===== config.mk =====
export PLATFORM = sky130hd
export DESIGN_NAME = tmds_channel_decoder
export DESIGN_NICKNAME = d
export VERILOG_FILES = /design/src/rtl/tmds_channel_decoder.sv
export SDC_FILE = /design/constraint.sdc
export NUM_CORES = 1
export LEC_CHECK = 0
export BUFFER_PORTS_ARGS = -buffer_cell sky130_fd_sc_hd__clkbuf_2
export CAP_MARGIN = 20
export CORE_UTILIZATION = 63
export DETAILED_ROUTE_END_ITERATION = 7
export PLACE_DENSITY = 0.88
export SYNTH_ARGS = -nofsm -noshare
export SYNTH_HDL_FRONTEND = slang
export SYNTH_SLANG_ARGS = --single-unit

===== constraint.sdc =====
create_clock -name clk -period 4.9 [get_ports clk]
set_clock_uncertainty 0.15 [all_clocks]
set_input_delay 0.98 -clock clk [delete_from_list [all_inputs] [get_ports clk]]
set_output_delay 0.98 -clock clk [all_outputs]
set_load 0.02 [all_outputs]

===== src/rtl/tmds_channel_decoder.sv =====
// TMDS receive channel: recovers the 10-bit word boundary from control tokens
// with an internal barrel shifter, then decodes pixel bytes and control bits.
module tmds_channel_decoder #(
  parameter int TOKEN_COUNT = 8,
  parameter int TIMEOUT     = 4096
) (
  input  logic       clk,
  input  logic       rst,
  input  logic [9:0] raw,
  output logic [7:0] data,
  output logic [1:0] c,
  output logic       de,
  output logic       locked,
  output logic [3:0] offset,
  output logic [1:0] dbg_state
);
  localparam int TOK_W  = $clog2(TOKEN_COUNT + 1);
  localparam int IDLE_W = $clog2(TIMEOUT);
  localparam logic [TOK_W-1:0]  TOK_MAX  = TOK_W'(TOKEN_COUNT);
  localparam logic [IDLE_W-1:0] IDLE_MAX = IDLE_W'(TIMEOUT - 1);

  typedef enum logic [1:0] {
    ST_SEARCH = 2'd0,
    ST_SLIP   = 2'd1,
    ST_FLUSH  = 2'd2,
    ST_LOCKED = 2'd3
  } state_t;

  state_t             r_state;
  state_t             w_state_nxt;
  logic               r_flush;
  logic [9:0]         r_prev;
  logic [9:0]         r_win;
  logic [3:0]         r_offset;
  logic [TOK_W-1:0]   r_tok_cnt;
  logic [IDLE_W-1:0]  r_idle_cnt;
  logic [1:0]         r_last_c;
  logic [7:0]         r_data;
  logic [1:0]         r_c;
  logic               r_de;
  logic               r_locked;

  logic [19:0]        w_cat;
  logic [4:0]         w_sel;
  logic [9:0]         w_aligned;
  logic               w_is_tok;
  logic [1:0]         w_tok_c;
  logic [7:0]         w_d;
  logic [7:0]         w_decoded;
  logic               w_timeout;
  logic               w_lock_nxt;
  logic               w_cnt_clr;

  // Barrel shifter: two consecutive raw words cover every possible boundary.
  assign w_cat     = {raw, r_prev};
  assign w_sel     = {1'b0, r_offset};
  assign w_aligned = w_cat[w_sel +: 10];

  always_comb begin
    w_is_tok = 1'b1;
    w_tok_c  = 2'b00;
    case (r_win)
      10'b1101010100: w_tok_c = 2'b00;
      10'b0010101011: w_tok_c = 2'b01;
      10'b0101010100: w_tok_c = 2'b10;
      10'b1010101011: w_tok_c = 2'b11;
      default:        w_is_tok = 1'b0;
    endcase
  end

  assign w_d = r_win[9] ? ~r_win[7:0] : r_win[7:0];

  always_comb begin
    w_decoded    = 8'd0;
    w_decoded[0] = w_d[0];
    for (int i = 1; i < 8; i++) begin
      w_decoded[i] = r_win[8] ? (w_d[i] ^ w_d[i-1]) : ~(w_d[i] ^ w_d[i-1]);
    end
  end

  // A token in the timeout cycle wins over slip / lock loss.
  assign w_timeout = (r_idle_cnt == IDLE_MAX) && !w_is_tok;

  always_comb begin
    w_state_nxt = r_state;
    case (r_state)
      ST_SEARCH: begin
        if (r_tok_cnt == TOK_MAX) w_state_nxt = ST_LOCKED;
        else if (w_timeout)       w_state_nxt = ST_SLIP;
      end
      ST_SLIP:   w_state_nxt = ST_FLUSH;
      ST_FLUSH:  if (r_flush) w_state_nxt = ST_SEARCH;
      ST_LOCKED: if (w_timeout) w_state_nxt = ST_SEARCH;
      default:   w_state_nxt = ST_SEARCH;
    endcase
  end

  assign w_lock_nxt = (w_state_nxt == ST_LOCKED);
  assign w_cnt_clr  = (r_state == ST_SLIP) || (r_state == ST_FLUSH) || w_timeout;

  always_ff @(posedge clk) begin
    if (!rst) begin
      r_state    <= ST_SEARCH;
      r_flush    <= 1'b0;
      r_prev     <= 10'd0;
      r_win      <= 10'd0;
      r_offset   <= 4'd0;
      r_tok_cnt  <= '0;
      r_idle_cnt <= '0;
      r_last_c   <= 2'b00;
      r_data     <= 8'd0;
      r_c        <= 2'b00;
      r_de       <= 1'b0;
      r_locked   <= 1'b0;
    end else begin
      r_state <= w_state_nxt;
      r_flush <= (r_state == ST_FLUSH) && !r_flush;
      r_prev  <= raw;
      r_win   <= w_aligned;
      if (r_state == ST_SLIP) begin
        r_offset <= (r_offset == 4'd9) ? 4'd0 : r_offset + 4'd1;
      end
      if (w_cnt_clr) begin
        r_tok_cnt  <= '0;
        r_idle_cnt <= '0;
      end else if (w_is_tok) begin
        r_tok_cnt  <= (r_tok_cnt == TOK_MAX) ? TOK_MAX : r_tok_cnt + TOK_W'(1);
        r_idle_cnt <= '0;
      end else begin
        r_tok_cnt  <= '0;
        r_idle_cnt <= r_idle_cnt + IDLE_W'(1);
      end
      if (w_is_tok) r_last_c <= w_tok_c;
      // Outputs are gated with the next lock value so the rise lines up.
      r_locked <= w_lock_nxt;
      r_de     <= w_lock_nxt && !w_is_tok;
      r_data   <= (w_lock_nxt && !w_is_tok) ? w_decoded : 8'd0;
      r_c      <= w_lock_nxt ? (w_is_tok ? w_tok_c : r_last_c) : 2'b00;
    end
  end

  assign data      = r_data;
  assign c         = r_c;
  assign de        = r_de;
  assign locked    = r_locked;
  assign offset    = r_offset;
  assign dbg_state = r_state;

endmodule


Word-level counts from Yosys, hierarchy flattened

Cells that the tools add are included.

Add/sub/neg operators: 3
Multiply operators: 0
Divide/modulo/power cells: 0
Order comparisons: 0
Eq/ne operators: 11
Shift operators: 1
Multiplexer cells: 18
Bitwise logic cells: 17
Reductions and logical operators: 14

Operator list:

| operator                                       | count |
|---|---|
| == test 10 bit, second input constant          | 2 |
| indexed part select 20 x 5 -> 10 bit           | 1 |
| adder 12 x 1 -> 12 bit, second input constant  | 1 |
| == test 12 bit, second input constant          | 1 |
| == test 10 x 8 -> 1 bit, second input constant | 1 |
| == test 10 x 9 -> 1 bit, second input constant | 1 |
| 2-to-1 mux 2 bit                               | 5 |
| NOT 1 bit                                      | 9 |
| adder 4 x 1 -> 4 bit, second input constant    | 2 |
| == test 4 bit, second input constant           | 2 |
| 2-to-1 mux 1 bit                               | 8 |
| 2-to-1 mux 4 bit                               | 2 |
| 2-to-1 mux 8 bit                               | 1 |
| NOT 8 bit                                      | 1 |
| one-hot mux 2 bit (4 select lines)             | 1 |
| OR reduction 4 bit                             | 2 |
| XOR 1 bit                                      | 7 |
| == test 2 bit, second input constant           | 3 |
| one-hot mux 2 bit (3 select lines)             | 1 |
| OR reduction 3 bit                             | 2 |
| AND reduction 2 bit                            | 2 |
| logical AND 1 bit                              | 3 |
| == test 2 x 1 -> 1 bit, second input constant  | 1 |
| logical NOT 1 bit                              | 2 |
| other kinds (2)                                | 3 |

Register bits: 57
Latch bits: 0
Memory bits (writable): 0
Bits in read-only memories: 0
Input port bits: 12
Output and inout port bits: 18
Logic and storage cells: 77
Memories: 0

Logic depth before layout (Yosys ltp)

Depth in word-level cells: 11
Gate-level depth with buffers: 8
Gate-level depth less buffers: 6

Worst setup path after synthesis

No wires, ideal clock.

Path type: register to register
Start point: reg r_state[0] (netlist: dbg_state[0])
End point: reg r_locked (netlist: locked)
Library setup time: 0.124 ns
Data arrival time: 1.814 ns
Data required time: 4.626 ns
Slack: 2.812 ns
Cell stages (with the launch flop): 8
Path buffers: 1
Period minus slack after synthesis: 2.088 ns
Cell sequence: dfxtp_1 > inv_1 > ha_1 > inv_1 > mux2_2 > o211ai_1 > buf_2 > a21oi_1

Word-level cells in the longest chain between the ends: 4
Elaborated cells between the ends (all ways): 10
Classes of those cells: 4 x eq/ne; 5 x mux; 1 x reduce/logical

RTL lines:

| what                                   | RTL line | text |
|---|---|---|
| from (decl)                            | 29       | `state_t r_state;` |
| from (signal assigned)                 | 116      | `r_state <= w_state_nxt;` |
| 2-to-1 mux 2 bit                       | 89       | `else if (w_timeout) w_state_nxt = ST_SLIP;` |
| 2-to-1 mux 2 bit                       | 88       | `if (r_tok_cnt == TOK_MAX) w_state_nxt = ST_LOCKED;` |
| one-hot mux 2 bit (4 select lines) (*) | 86       | `case (r_state)` |
| == test 2 bit (*)                      | 98       | `assign w_lock_nxt = (w_state_nxt == ST_LOCKED);` |
| to (signal assigned)                   | 135      | `r_locked <= w_lock_nxt;` |
| to (decl)                              | 41       | `logic r_locked;` |

Every way passes the cells marked *; elsewhere a longest branch is shown, timed or not.
A chain may end at the register's enable or synchronous reset.

Worst setup path after layout

Start point: reg r_state[0] (netlist: dbg_state[0])
End point: reg r_c[1] (netlist: c[1])

Word-level cells in the longest chain between the ends: 5
Elaborated cells between the ends (all ways): 11
Classes of those cells: 4 x eq/ne; 5 x mux; 2 x reduce/logical

RTL lines:

| what                                   | RTL line | text |
|---|---|---|
| 2-to-1 mux 2 bit                       | 89       |  |
| 2-to-1 mux 2 bit                       | 88       |  |
| one-hot mux 2 bit (4 select lines) (*) | 86       |  |
| == test 2 bit (*)                      | 98       |  |
| AND reduction 2 bit (no line) (*)      | -        |  |
| to (signal assigned)                   | 138      | `r_c <= w_lock_nxt ? (w_is_tok ? w_tok_c : r_last_c) : 2'b00;` |
| to (decl)                              | 39       | `logic [1:0] r_c;` |

Marked as above.

==> qor.txt <==
WORST SETUP PATH
------------------------------------------------------------------------------
R2R Path Start .................................................. dbg_state[0]$_SDFF_PN0_
WS Path Type .................................................... flop to flop
Worst Path Arrival ..............................................      2.53 ns
WP data required ................................................      4.94 ns
Endpoint kind of the worst setup timing path ....................         flop
Cell with the largest stage delay on the worst path .............     o211ai_1
Kind of start point of the critical path ........................         flop
Slack of the worst reg-to-reg path ..............................      2.40 ns
Start point of the critical path ................................ dbg_state[0]$_SDFF_PN0_
Worst-path cell chain ........................................... inv_1 > ha_1 > inv_1 > mux2_2 > o211ai_1 > a211oi_1
Most used cell along the critical path ..........................        inv_1
Critical path peak fanout .......................................           12
Delay of the slowest cell on the worst path .....................      0.70 ns

FLOW RUN
------------------------------------------------------------------------------
Max-cap viol count ..............................................            0

OUTCOME
------------------------------------------------------------------------------
Violations in the final reports ................................. design-rule violations
Run status ...................................................... finished with violations

DRT
------------------------------------------------------------------------------
Number of detailed-routing iterations run before antenna repair .            6
Violation count after the first detailed-route iteration ........          139
Antenna Nets Post-Route .........................................            0
Vias/cell .......................................................         5.96
Drt total wl ....................................................      5.82 mm
Residual DRC count ..............................................            6
Post-DR wirelength/cell .........................................      14.8 µm
Vias ............................................................         2337

GRT
------------------------------------------------------------------------------
Largest net degree at the start of global routing ...............           31
Vias in the first global route ..................................         2170
Global route overflow ...........................................            0
Global-route wire length before repair ..........................      9.77 mm
Initial antenna violation count .................................            0
Total global routing track utilization ..........................        0.253

POWER
------------------------------------------------------------------------------
Internal power ..................................................       754 µW
Switching share of power ........................................        0.237
Power per Cell Area .............................................   298 nW/µm²
Leakage power summed over all cells .............................   0.00118 µW
Peak supply drop ................................................     0.226 mV
Part of the total power dissipated in sequential elements .......        0.492
Comb power frac .................................................        0.071
Clk pwr share ...................................................        0.436
Switching Power .................................................       235 µW

PLACE
------------------------------------------------------------------------------
Detailed Place HPWL .............................................      4.14 mm
Setup slack after placement .....................................      2.35 ns
Buffers on Ports ................................................           29
Gp weighted congestion ..........................................        0.880
Total cell area at the placement stage ..........................     3120 µm²

FINAL LAYOUT
------------------------------------------------------------------------------
Inserted Diodes .................................................            0
Number of nets in the layout ....................................          354
Post-route design area ..........................................     3320 µm²
Core utilization of the finished layout .........................        0.746
Fill cells ......................................................          307
Fraction of layout cells with a size suffix above 1 .............        0.168
Area growth from synthesis to layout ............................        11.6%

YOSYS
------------------------------------------------------------------------------
Sequential share of the synthesized area ........................        0.384
Ys async rst share ..............................................            0
Most used flip-flop cell after synthesis ........................      dfxtp_1
Total of warnings raised by yosys ...............................            0
Count of flip-flops with a built-in enable after synthesis ......            0
Synth area leaders .............................................. dfxtp_1, mux2i_1, xnor2_1
Synth Net Count .................................................          329
Dominant cell type by area after synthesis ......................      dfxtp_1
Share of Yosys cell area claimed by the top area cell type ......        0.384
Number of library cell types mapped by synthesis ................           48
Synthesized area per cell .......................................     9.58 µm²
Post-synthesis register bit count ...............................           57
Count of mapped cells out of synthesis ..........................          310
Cell area after synthesis .......................................     2970 µm²

FLOORPLANNING
------------------------------------------------------------------------------
Die area ........................................................     4990 µm²
Chip Width ......................................................      70.7 µm
Row count .......................................................           24
Total core area .................................................     4440 µm²
Die Span Y ......................................................      70.7 µm
Initial standard-cell utilization of the core ...................        0.668
Ports placed on the boundary ....................................           30

TIMING
------------------------------------------------------------------------------
Fraction of the cycle the final worst path needs ................        0.510
Total negative slack for setup checks ...........................         0 ns
Total count of hold-check failures in the final report ..........            0
Measured slew at the worst slew-check pin .......................     0.868 ns
Count of final max-slew check failures ..........................            0
Post-route minimum period .......................................      2.50 ns
Final setup slack of the worst path .............................      2.40 ns
Unrepaired setup endpoints after global routing .................        false
Headroom to the max-slew limit ..................................        0.419
Count of endpoints failing setup in the final report ............            0
Top achievable clock speed ......................................    0.401 GHz

CLOCK TREE
------------------------------------------------------------------------------
Number of levels the H-tree was split into ......................            3
Sink Count ......................................................           57
Buffer count from post-CTS setup fixing .........................            0
CTS tree ........................................................         done
Root buffer cell ................................................     clkbuf_8
Maximum count of clock buffers along a single path ..............            2
Count of hold-fix buffers inserted at cts .......................            0
Clk pin slew, worst setup/hold paths ............................      0.07 ns
Resize count post-CTS ...........................................            0
Later-pin clock latency in the skew report ......................      0.35 ns
Total CTS buffers ...............................................            9

HOLD PATH
------------------------------------------------------------------------------
Start point of the worst min-delay path ......................... r_idle_cnt[0]$_SDFF_PP0_
Worst hold path class ........................................... flop to flop

-- flip-flops by register name, summed over array words and instances, names as in the netlist --
register / cells
locked: 1
r_idle_cnt: 12
r_flush: 1
r_tok_cnt: 4
offset: 4
r_win: 10
r_last_c: 2
c: 2
data: 8
de: 1
dbg_state: 2
r_prev: 10
-- cells in the mapped netlist, types with 2 or more instances --
cell and n:
a211oi_1 2, a21oi_1 10, a311oi_1 2, and2_1 11, buf_1 3, buf_2 4
clkbuf_1 9, clkinv_1 2, dfxtp_1 57, ha_1 7, inv_1 10, mux2_2 2
mux2i_1 38, mux4_2 7, nand2_1 15, nand2b_1 2, nand3_1 9, nand3b_1 2
nand4_1 3, nor2_1 23, nor2b_1 2, nor3_1 21, nor4_1 4, nor4b_1 3
nor4bb_1 2, o21ai_0 6, o22ai_1 7, o31ai_1 3, xnor2_1 23, xor2_1 3
-- metrics by stage --
stage | cells | hold WS, ns | power, µW
floorplan | 310 | 0.268 | 545
global placement | 376 | 0.275 | 563
detailed placement | 376 | 0.286 | 567
CTS | 392 | 0.304 | 996
global route | 392 | 0.342 | 1020
finish | 392 | 0.300 | 989
-- critical path: cells and delay by family (launching register included) --
family                     cells  cell delay [ns]
AOI/OAI and AO/OA              2             0.87
adders and majority gates      1             0.25
buffers and inverters          2             0.26
DFF                            1             0.46
muxes                          1             0.36
-- cell families after synthesis --
logic type | count (synthesis) | synth area share
flops | 57 | 0.384
simple gates | 106 | 0.196
mux | 47 | 0.189
compound gates | 38 | 0.0838
xor+xnor | 26 | 0.0767
buf+inv | 29 | 0.0409
fa+ha+maj | 7 | 0.0295
-- cells in the final DEF (no fill, tap or decap), types with 7 or more instances in the layout --
cell type	instances
a21oi_1	10
and2_1	11
clkbuf_2	29
clkbuf_8	10
dfxtp_1	57
ha_1	7
inv_1	10
mux2i_1	38
mux4_2	7
nand2_1	15
nand3_1	9
nor2_1	23
nor3_1	21
o22ai_1	7
xnor2_1	23
-- power groups by stage --
stage / sequential [µW] / clock (µW) / combinational (µW)
2_1_floorplan: 494 / 0 / 50.9
3_3_place_gp: 496 / 0 / 67.0
3_5_place_dp: 497 / 0 / 69.3
4_1_cts: 487 / 439 / 69.8
5_1_grt: 489 / 453 / 78.0
6_report: 487 / 431 / 70.6
-- final timing paths --
path | end | depth (start not counted)
worst max-delay path | c[1]$_SDFF_PN0_ | 6
worst min-delay path | r_idle_cnt[0]$_SDFF_PP0_ | 1
worst max register to register | c[1]$_SDFF_PN0_ | 6
worst min register to register | r_idle_cnt[0]$_SDFF_PP0_ | 1
-- area by class of cell --
| class | count | area (µm²) | share of cell area |
|---|---|---|---|
| clock buffers | 11 | 141 | 0.0426 |
| clock inverters | 5 | 55.1 | 0.0166 |
| inverters | 12 | 45.0 | 0.0136 |
| multi-input cells | 224 | 1710 | 0.515 |
| flip-flops and latches | 57 | 1140 | 0.344 |
| well taps | 52 | 65.1 | 0.0196 |
| repair buffers | 31 | 160 | 0.0483 |
-- layer usage --
metal	GRT usage	wire, µm
met1	0.314	2600
met4	0.122	108
met3	0.0840	347
met5	0	0
met2	0.399	2760
(Power assumes the default switching activity.)
